[src/rtl/sig_mon_pkg.sv]
// sig_mon_pkg: shared definitions for the commit signature monitor.
//   sig_state_e  - run state (ST_RUN after reset; ST_PASS/ST_FAIL/ST_TIMEOUT absorbing)
//   DEFAULT_TAPS - default feedback mask (bits 31,30,29,9)
//   sig_step     - one signature step: t = sig ^ mix, next = {t[w-2:0], ^(t & taps)}
package sig_mon_pkg;

   typedef enum logic [1:0] {
      ST_RUN     = 2'd0,
      ST_PASS    = 2'd1,
      ST_FAIL    = 2'd2,
      ST_TIMEOUT = 2'd3
   } sig_state_e;

   localparam logic [31:0] DEFAULT_TAPS = 32'hE000_0200;

   // sig_step works on a wide container so one function serves every XLEN up to
   // SIG_MAX_W; the width argument masks off the unused upper bits.
   localparam int unsigned SIG_MAX_W = 128;
   typedef logic [SIG_MAX_W-1:0] sig_word_t;

   function automatic sig_word_t sig_step(input sig_word_t   sig,
                                          input sig_word_t   mix,
                                          input sig_word_t   taps,
                                          input int unsigned width = 32);
      sig_word_t mask;
      sig_word_t t;
      logic      fb;
      mask = (width >= SIG_MAX_W) ? '1 : ((sig_word_t'(1) << width) - sig_word_t'(1));
      t    = (sig ^ mix) & mask;
      fb   = ^(t & taps & mask);
      return ((t << 1) | sig_word_t'(fb)) & mask;
   endfunction

endpackage

[src/rtl/sig_lfsr_reg.sv]
// sig_lfsr_reg: XLEN-bit rolling signature register.
//   clk, reset (sync, active-low) - clocking; reset clears the signature to 0
//   step   - fold mix into the signature on this edge
//   freeze - hold the signature regardless of step (run has ended)
//   mix    - value XOR-ed into the signature before the shift
//   sig    - current signature
module sig_lfsr_reg
   import sig_mon_pkg::*;
#(
   parameter int              XLEN = 32,
   parameter logic [XLEN-1:0] TAPS = XLEN'(DEFAULT_TAPS)
) (
   input  logic            clk,
   input  logic            reset,
   input  logic            step,
   input  logic            freeze,
   input  logic [XLEN-1:0] mix,
   output logic [XLEN-1:0] sig
);

   logic [XLEN-1:0] next_sig;

   assign next_sig = XLEN'(sig_step(sig_word_t'(sig), sig_word_t'(mix),
                                    sig_word_t'(TAPS), XLEN));

   always_ff @(posedge clk) begin
      if (!reset) begin
         sig <= '0;
      end else if (step && !freeze) begin
         sig <= next_sig;
      end
   end

endmodule

[src/rtl/commit_sig_monitor.sv]
// commit_sig_monitor: run monitor for a RISC-V core's commit/store stream.
// Folds sampled instr^pc and store data into a rolling signature and decides
// pass / fail / timeout from store traffic.
//   clk, reset (sync, active-low)
//   sample_en, instr, pc              - instruction boundary sample
//   mem_write, data_adr, write_data   - store strobe, address, data
//   signature                         - current or frozen signature
//   done, pass, fail, timeout         - sticky status (one-hot once done)
//   cycle_count                       - clocks spent in RUN
//   store_count                       - stores seen in RUN, saturating
//   state                             - FSM state, for debug/checkers
module commit_sig_monitor
   import sig_mon_pkg::*;
#(
   parameter int              XLEN           = 32,
   parameter logic [XLEN-1:0] TAPS           = XLEN'(DEFAULT_TAPS),
   parameter logic [XLEN-1:0] PASS_ADR       = XLEN'(100),
   parameter logic [XLEN-1:0] PASS_DATA      = XLEN'(25),
   parameter logic [XLEN-1:0] SCRATCH_ADR    = XLEN'(96),
   parameter int              TIMEOUT_CYCLES = 10000,
   localparam int             CW             = $clog2(TIMEOUT_CYCLES + 1)
) (
   input  logic            clk,
   input  logic            reset,
   input  logic            sample_en,
   input  logic [XLEN-1:0] instr,
   input  logic [XLEN-1:0] pc,
   input  logic            mem_write,
   input  logic [XLEN-1:0] data_adr,
   input  logic [XLEN-1:0] write_data,
   output logic [XLEN-1:0] signature,
   output logic            done,
   output logic            pass,
   output logic            fail,
   output logic            timeout,
   output logic [CW-1:0]   cycle_count,
   output logic [15:0]     store_count,
   output sig_state_e      state
);

   sig_state_e      state_next;
   logic            in_run;
   logic            pass_hit;
   logic            fail_hit;
   logic            last_cycle;
   logic [XLEN-1:0] mix;

   assign in_run = (state == ST_RUN);

   // Any store that is neither the passing store nor the scratch address ends
   // the run as a failure, including a wrong value written to PASS_ADR.
   assign pass_hit   = mem_write && (data_adr == PASS_ADR) && (write_data == PASS_DATA);
   assign fail_hit   = mem_write && !pass_hit && (data_adr != SCRATCH_ADR);
   assign last_cycle = (cycle_count == CW'(TIMEOUT_CYCLES - 1));

   // ---------------- FSM ----------------
   always_ff @(posedge clk) begin
      if (!reset) begin
         state <= ST_RUN;
      end else begin
         state <= state_next;
      end
   end

   // A terminal store on the timeout edge wins over the timeout.
   always_comb begin
      state_next = state;
      if (in_run) begin
         if (pass_hit) begin
            state_next = ST_PASS;
         end else if (fail_hit) begin
            state_next = ST_FAIL;
         end else if (last_cycle) begin
            state_next = ST_TIMEOUT;
         end
      end
   end

   assign done    = !in_run;
   assign pass    = (state == ST_PASS);
   assign fail    = (state == ST_FAIL);
   assign timeout = (state == ST_TIMEOUT);

   // ---------------- counters ----------------
   always_ff @(posedge clk) begin
      if (!reset) begin
         cycle_count <= '0;
         store_count <= '0;
      end else if (in_run) begin
         cycle_count <= cycle_count + 1'b1;
         if (mem_write && (store_count != 16'hFFFF)) begin
            store_count <= store_count + 16'd1;
         end
      end
   end

   // ---------------- signature ----------------
   // The terminating cycle still folds in, since in_run is still true on that edge.
   assign mix = (sample_en ? (instr ^ pc) : '0) ^ (mem_write ? write_data : '0);

   sig_lfsr_reg #(
      .XLEN (XLEN),
      .TAPS (TAPS)
   ) u_sig (
      .clk    (clk),
      .reset  (reset),
      .step   (sample_en || mem_write),
      .freeze (!in_run),
      .mix    (mix),
      .sig    (signature)
   );

endmodule

[config.mk]
export PLATFORM = sky130hd
export DESIGN_NAME = commit_sig_monitor
export DESIGN_NICKNAME = d
export VERILOG_FILES = /design/src/rtl/sig_mon_pkg.sv /design/src/rtl/sig_lfsr_reg.sv /design/src/rtl/commit_sig_monitor.sv
export SDC_FILE = /design/constraint.sdc
export NUM_CORES = 1
export LEC_CHECK = 0
export ABC_AREA = 1
export CAP_MARGIN = 20
export CORE_MARGIN = 10
export CORE_UTILIZATION = 45
export DETAILED_ROUTE_END_ITERATION = 8
export GPL_TIMING_DRIVEN = 0
export PLACE_DENSITY = 0.95
export SLEW_MARGIN = 40
export SYNTH_ARGS = -nofsm -noshare
export SYNTH_HDL_FRONTEND = slang
export SYNTH_SLANG_ARGS = --single-unit
export TNS_END_PERCENT = 1
[constraint.sdc]
create_clock -name clk -period 2.6 [get_ports clk]
set_input_delay 0.26 -clock clk [delete_from_list [all_inputs] [get_ports clk]]
set_output_delay 0.26 -clock clk [all_outputs]
set_load 0.01 [all_outputs]
* After elaboration in Yosys (flattened, before gate mapping)
Cells that the tools add are included.
** Word-level totals
- Bits in registers :: 64
- Output and inout port bits :: 68
- Input bits :: 132
** Operators by class
- Muxes and demuxes :: 5
- Equal/unequal tests :: 8
- Reduce and logical (&&, ||, !) cells :: 14
- $add $sub $neg :: 2
- Bitwise operators :: 4
** Operator list (number)
- 128-bit parity :: 1
- 32-bit bitwise XOR :: 3
- 32-bit 2-to-1 mux :: 2
- 32-bit by 5-bit == test with 1-bit output, second input constant :: 1
- 32-bit by 7-bit == test with 1-bit output, second input constant :: 1
- 32-bit by 7-bit inequality test with 1-bit output, second input constant :: 1
- 32-bit by 1-bit OR with 32-bit output :: 1
- 16-bit by 1-bit adder with 16-bit output, second input constant :: 1
- 16-bit inequality test, second input constant :: 1
- 14-bit by 1-bit adder with 14-bit output, second input constant :: 1
- 14-bit == test, second input constant :: 1
- 1-bit logical AND :: 6
- 2-bit 2-to-1 mux :: 3
- 2-bit == test, second input constant :: 2
- 2-bit AND reduction :: 2
- 3-bit nonzero test :: 1
- 2-bit by 1-bit == test with 1-bit output, second input constant :: 1
- 1-bit zero test :: 2
- 2-bit zero test :: 1
- 1-bit logical OR :: 1

* Logic depth before layout (Yosys ltp)
- Depth in word-level cells :: 8
- Depth in mapped cells :: 14
- Gate-level depth less buffers :: 13

* By module
Synthesis repeated with hierarchy kept, for this count alone.
** Unflattened totals
- Cells, all modules :: 627
- Area, all modules :: 4386.7 µm²
** Modules (own cells, without submodules)
- commit_sig_monitor :: cells each 442, sequential area each 640.6 µm², times used 1, area an instance 2793.9 µm²
- sig_lfsr_reg :: cells each 185, sequential area each 640.6 µm², times used 1, area an instance 1592.8 µm²

* Worst setup path before layout
Ideal clock, no wire load.
- Path kind :: reg-to-reg
- Start :: reg store_count[0]
- End :: reg store_count[10]
- Slack :: 1.064 ns
- Cell stages (with the launch flop) :: 9
- Clock period less this slack :: 1.536 ns
- Setup time :: 0.119 ns
- Required time :: 2.481 ns
- Data arrival time :: 1.417 ns
- Cell sequence :: dfxtp_1 > ha_1 > nand2_1 > nor3_1 > inv_1 > nor2_1 > nand2_1 > o21ai_0 > a21oi_1
** On the way
- Word-level cells in the longest chain between the ends :: 3
- Elaborated cells between the ends (all ways) :: 4
** Ends and longest elaborated chain
- start: declaration :: line commit_sig_monitor.sv:37 : output logic [15:0] store_count,
- start signal: assignment :: line commit_sig_monitor.sv:92 : store_count <= store_count + 16'd1;
- branches (longest 3 deep; another with 16-bit by 1-bit adder with 16-bit output)
Several ways; the timed one is not identified.
A chain may end at the register's enable or synchronous reset.

* Worst setup path after layout
- Start :: reg state[1]
- End :: out done
** On the way
- Word-level cells in the longest chain between the ends :: 2
** Ends and longest elaborated chain
- start: declaration :: line commit_sig_monitor.sv:38 : output sig_state_e state
- start signal: assignment :: line commit_sig_monitor.sv:61 : state <= state_next;
- 2-bit zero test :: line commit_sig_monitor.sv:48 : assign in_run = (state == ST_RUN);
- 1-bit zero test
- end: declaration :: line commit_sig_monitor.sv:32 : output logic done,
Every way passes these cells.

==> impl_metrics.yaml <==
setup_path:
  r2r_setup_slack_ns: 0.86
  timing.rr.end: "store_count[10]$_SDFFE_PN0P_"
  cp_max_fo: 8
  slowest_stage: "clkdlybuf4s50_1"
  cp-endpoint: "done"
  cpPeakStageDelay_ns: 0.58
  startpoint: "state[1]$_SDFFE_PN0P_"
  crit_chain: "inv_1, nand2_2, clkdlybuf4s50_1"
  crit_family: "buffers and inverters"
  r2r-start: "store_count[0]$_SDFFE_PN0P_"
  crit_arrival_ns: 1.63
  cp-start-kind: "register"
  cp.buffers_inverters: 2
  cp-end-kind: "primary output"
  critical_path_required_ns: 2.34
  reg2reg_depth: 8
  cp.depth: 3
  path_class: "reg -> out"
drt:
  avgViaCountPerCell: 5.03
  wl_per_cell_microns: 15.1
  postRouteAntennaNets: 0
  drt-initial-drc-count: 281
  wirelength_microns: 14900
  dr.pass1.iters: 7
  drc: 0
  vias: 4990
pwr:
  power_leakage_nw: 2.64
  intPower_mw: 1.98
  switching_power_uw: 997
  power_frac_seq_pct: 38.3
  clkPwrFrac_pct: 25.8
  irDropWorstVdd_v: 0.000231
  pwr_density_cell_nw_per_um2: 455
  pwr-share-comb_pct: 35.9
  p_total_mw: 2.98
  swShare_pct: 33.4
clock_tree:
  clk_pin_slew_worst_paths_ns: 0.08
  cts_buffers: 9
  holdBufCountCts: 0
  htreeDepth: 3
  clockBufferDepth: 2
  cts_tree: "built"
  clock_latency_ns: 0.34
  ctsResizeCount: 0
  post_cts_buffers: 0
  cts.sinks: 64
  root_buffer: "clkbuf_8"
timing:
  grt_setup_unrepaired: "no"
  period_minus_slack_ns: 1.89
  slew_headroom_pct: 60.2
  worst_slew_pin_slew_ns: 0.597
  fin_tns_setup_ns: 0
  fin_crit_sh_pct: 72.7
  fmax_ghz: 0.529
  maxSlewViolCount: 0
  clock_skew_ns: 0.0125
  hold_viol: 0
  setup-violations-final: 0
yosys:
  synth_cell_types: 33
  yosysSeqAreaShare_pct: 30.2
  synth_area_leader_cell: "dfxtp_1"
  synth_top_area_share_pct: 30.2
  yosysWarnings: 0
  synthTopCellsByArea: "dfxtp_1 (30%), nand2_1 (11%), a21oi_1 (9.7%)"
  syn_area_per_cell_sq_um: 6.38
  synthCells: 666
  syn_nets: 800
  synth_area_sq_um: 4250
  synth-seq-cells: 64
final_layout:
  fin_nets: 1010
  antenna_cells: 0
  drive_gt1_share_pct: 4.77
  area_growth_syn_to_layout_pct: 54.2
  fin_area_sq_um: 6550
  fillers: 732
  final_cells: 992
  register_area_sq_um: 1280
  multi_input_area_sq_um: 2500
hold_path:
  min_delay_path_depth: 2
  min_path_type: "reg -> reg"
  holdCritStartpoint: "store_count[2]$_SDFFE_PN0P_"
global_routing:
  overflow: 0
  antenna_found_initial: 0
  grt_max_degree: 13
  grt_first_pass_wirelength_microns: 23700
  grt_pass1_vias: 5016
  grt.total_usage_pct: 21.7
floorplanning:
  die_w_microns: 117
  io_pins: 200
  rows: 35
  die_y_microns: 117
  die-area_sq_um: 13700
  core_region_area_sq_um: 9200
  start_util_pct: 46.2
outcome:
  status: "finished clean"
place:
  dp_hpwl_microns: 12400
  dp_cells: 976
  place_area_sq_um: 6380
  gp_congestion: 0.886
  port_buffers: 199
flow_run:
  drv_cap: 0
[metal layers]
metal  routed length [microns]  vias to the layer above  global-route usage [%]
met5                         0                        -                       0
met2                      7380                      187                    38.2
met3                      1320                       22                    6.68
met1                      5940                     2225                    24.3
li1                          -                     2556                       -
met4                       310                        0                    6.84
[worst reg2reg max path: stages (launching register included)]
cell and delay, ns:
dfxtp_1 0.40, ha_1 0.22, nand2_1 0.09, nor3_1 0.27, inv_1 0.07, nor2_1 0.27, nand2_1 0.11, o21ai_0 0.15
a21oi_1 0.06
[power groups by stage]
stage / Clock, mW / Combinational [mW] / Sequential (mW)
after CTS: 0.779 / 1.08 / 1.14
after global placement: 0 / 1.05 / 1.16
after global routing: 0.824 / 1.19 / 1.15
after detailed placement: 0 / 1.07 / 1.16
final: 0.770 / 1.07 / 1.14
after floorplan: 0 / 0.492 / 1.20
[metrics by stage]
stage	hold slack [ns]	setup slack (ns)	util, %
3_5_place_dp	0.487	0.482	69.4
4_1_cts	0.505	0.692	71.2
5_1_grt	0.531	0.601	71.2
6_report	0.503	0.709	71.2
2_1_floorplan	0.496	1.06	-
3_3_place_gp	0.474	0.521	69.4
[logic make-up after synthesis]
kind of cell | after synthesis | synth area share, %
adders and majority gates | 2 | 0.589
xor gates and xnor gates | 63 | 13.0
DFF | 64 | 30.2
and+or+nand+nor | 258 | 25.7
AOI/OAI and AO/OA | 164 | 19.6
buffers and inverters | 115 | 11.0
[cells in the mapped netlist, drive strengths merged]
| cell type | n |
|---|---|
| xnor2 | 33 |
| o21a | 2 |
| a31oi | 1 |
| nor4 | 2 |
| buf | 11 |
| ha | 2 |
| clkinv | 1 |
| dfxtp | 64 |
| and2 | 1 |
| a21oi | 83 |
| nand2 | 131 |
| o211ai | 1 |
| nor2 | 86 |
| inv | 93 |
| xor2 | 30 |
| clkbuf | 10 |
| nor3b | 1 |
| nand4 | 5 |
| o21ai | 77 |
| nor3 | 13 |
| nand3b | 1 |
| nand3 | 18 |
[final cells by class]
cell class | count | area share (%)
Timing Repair Buffer | 199 | 30.4
Clock inverter | 7 | 0.726
Inverter | 94 | 5.39
Multi-Input combinational cell | 487 | 38.2
Sequential cell | 64 | 19.6
Clock buffer | 9 | 1.89
Buffer | 21 | 1.72
Tap cell | 111 | 2.12
[worst min path at each step]
stage	slack (ns)	end
global placement	0.47	store_count[3]$_SDFFE_PN0P_
floorplan	0.50	store_count[3]$_SDFFE_PN0P_
global route	0.53	store_count[2]$_SDFFE_PN0P_
finish	0.50	store_count[2]$_SDFFE_PN0P_
detailed placement	0.49	store_count[0]$_SDFFE_PN0P_
CTS	0.50	store_count[2]$_SDFFE_PN0P_
[placed cells by master, fill, tap and decap left out, drive strengths merged, types with 5 or more instances in the layout]
cell           Yosys  final
dfxtp             64     64
clkinv             1      5
nand4              5      5
nor3              13     13
a21oi             83     83
nand2            131    131
inv               93     94
nand3             18     18
o21ai             77     77
xnor2             33     33
buf               11     11
xor2              30     30
clkdlybuf4s50      0    199
nor2              86     86
clkbuf            10     19
[registers in the layout, indices dropped and copies added, names as in the netlist]
| name | cells |
|---|---|
| u_sig.sig | 32 |
| store_count | 16 |
| cycle_count | 14 |
| state | 2 |
No activity file was read; power rests on OpenSTA's default activity.
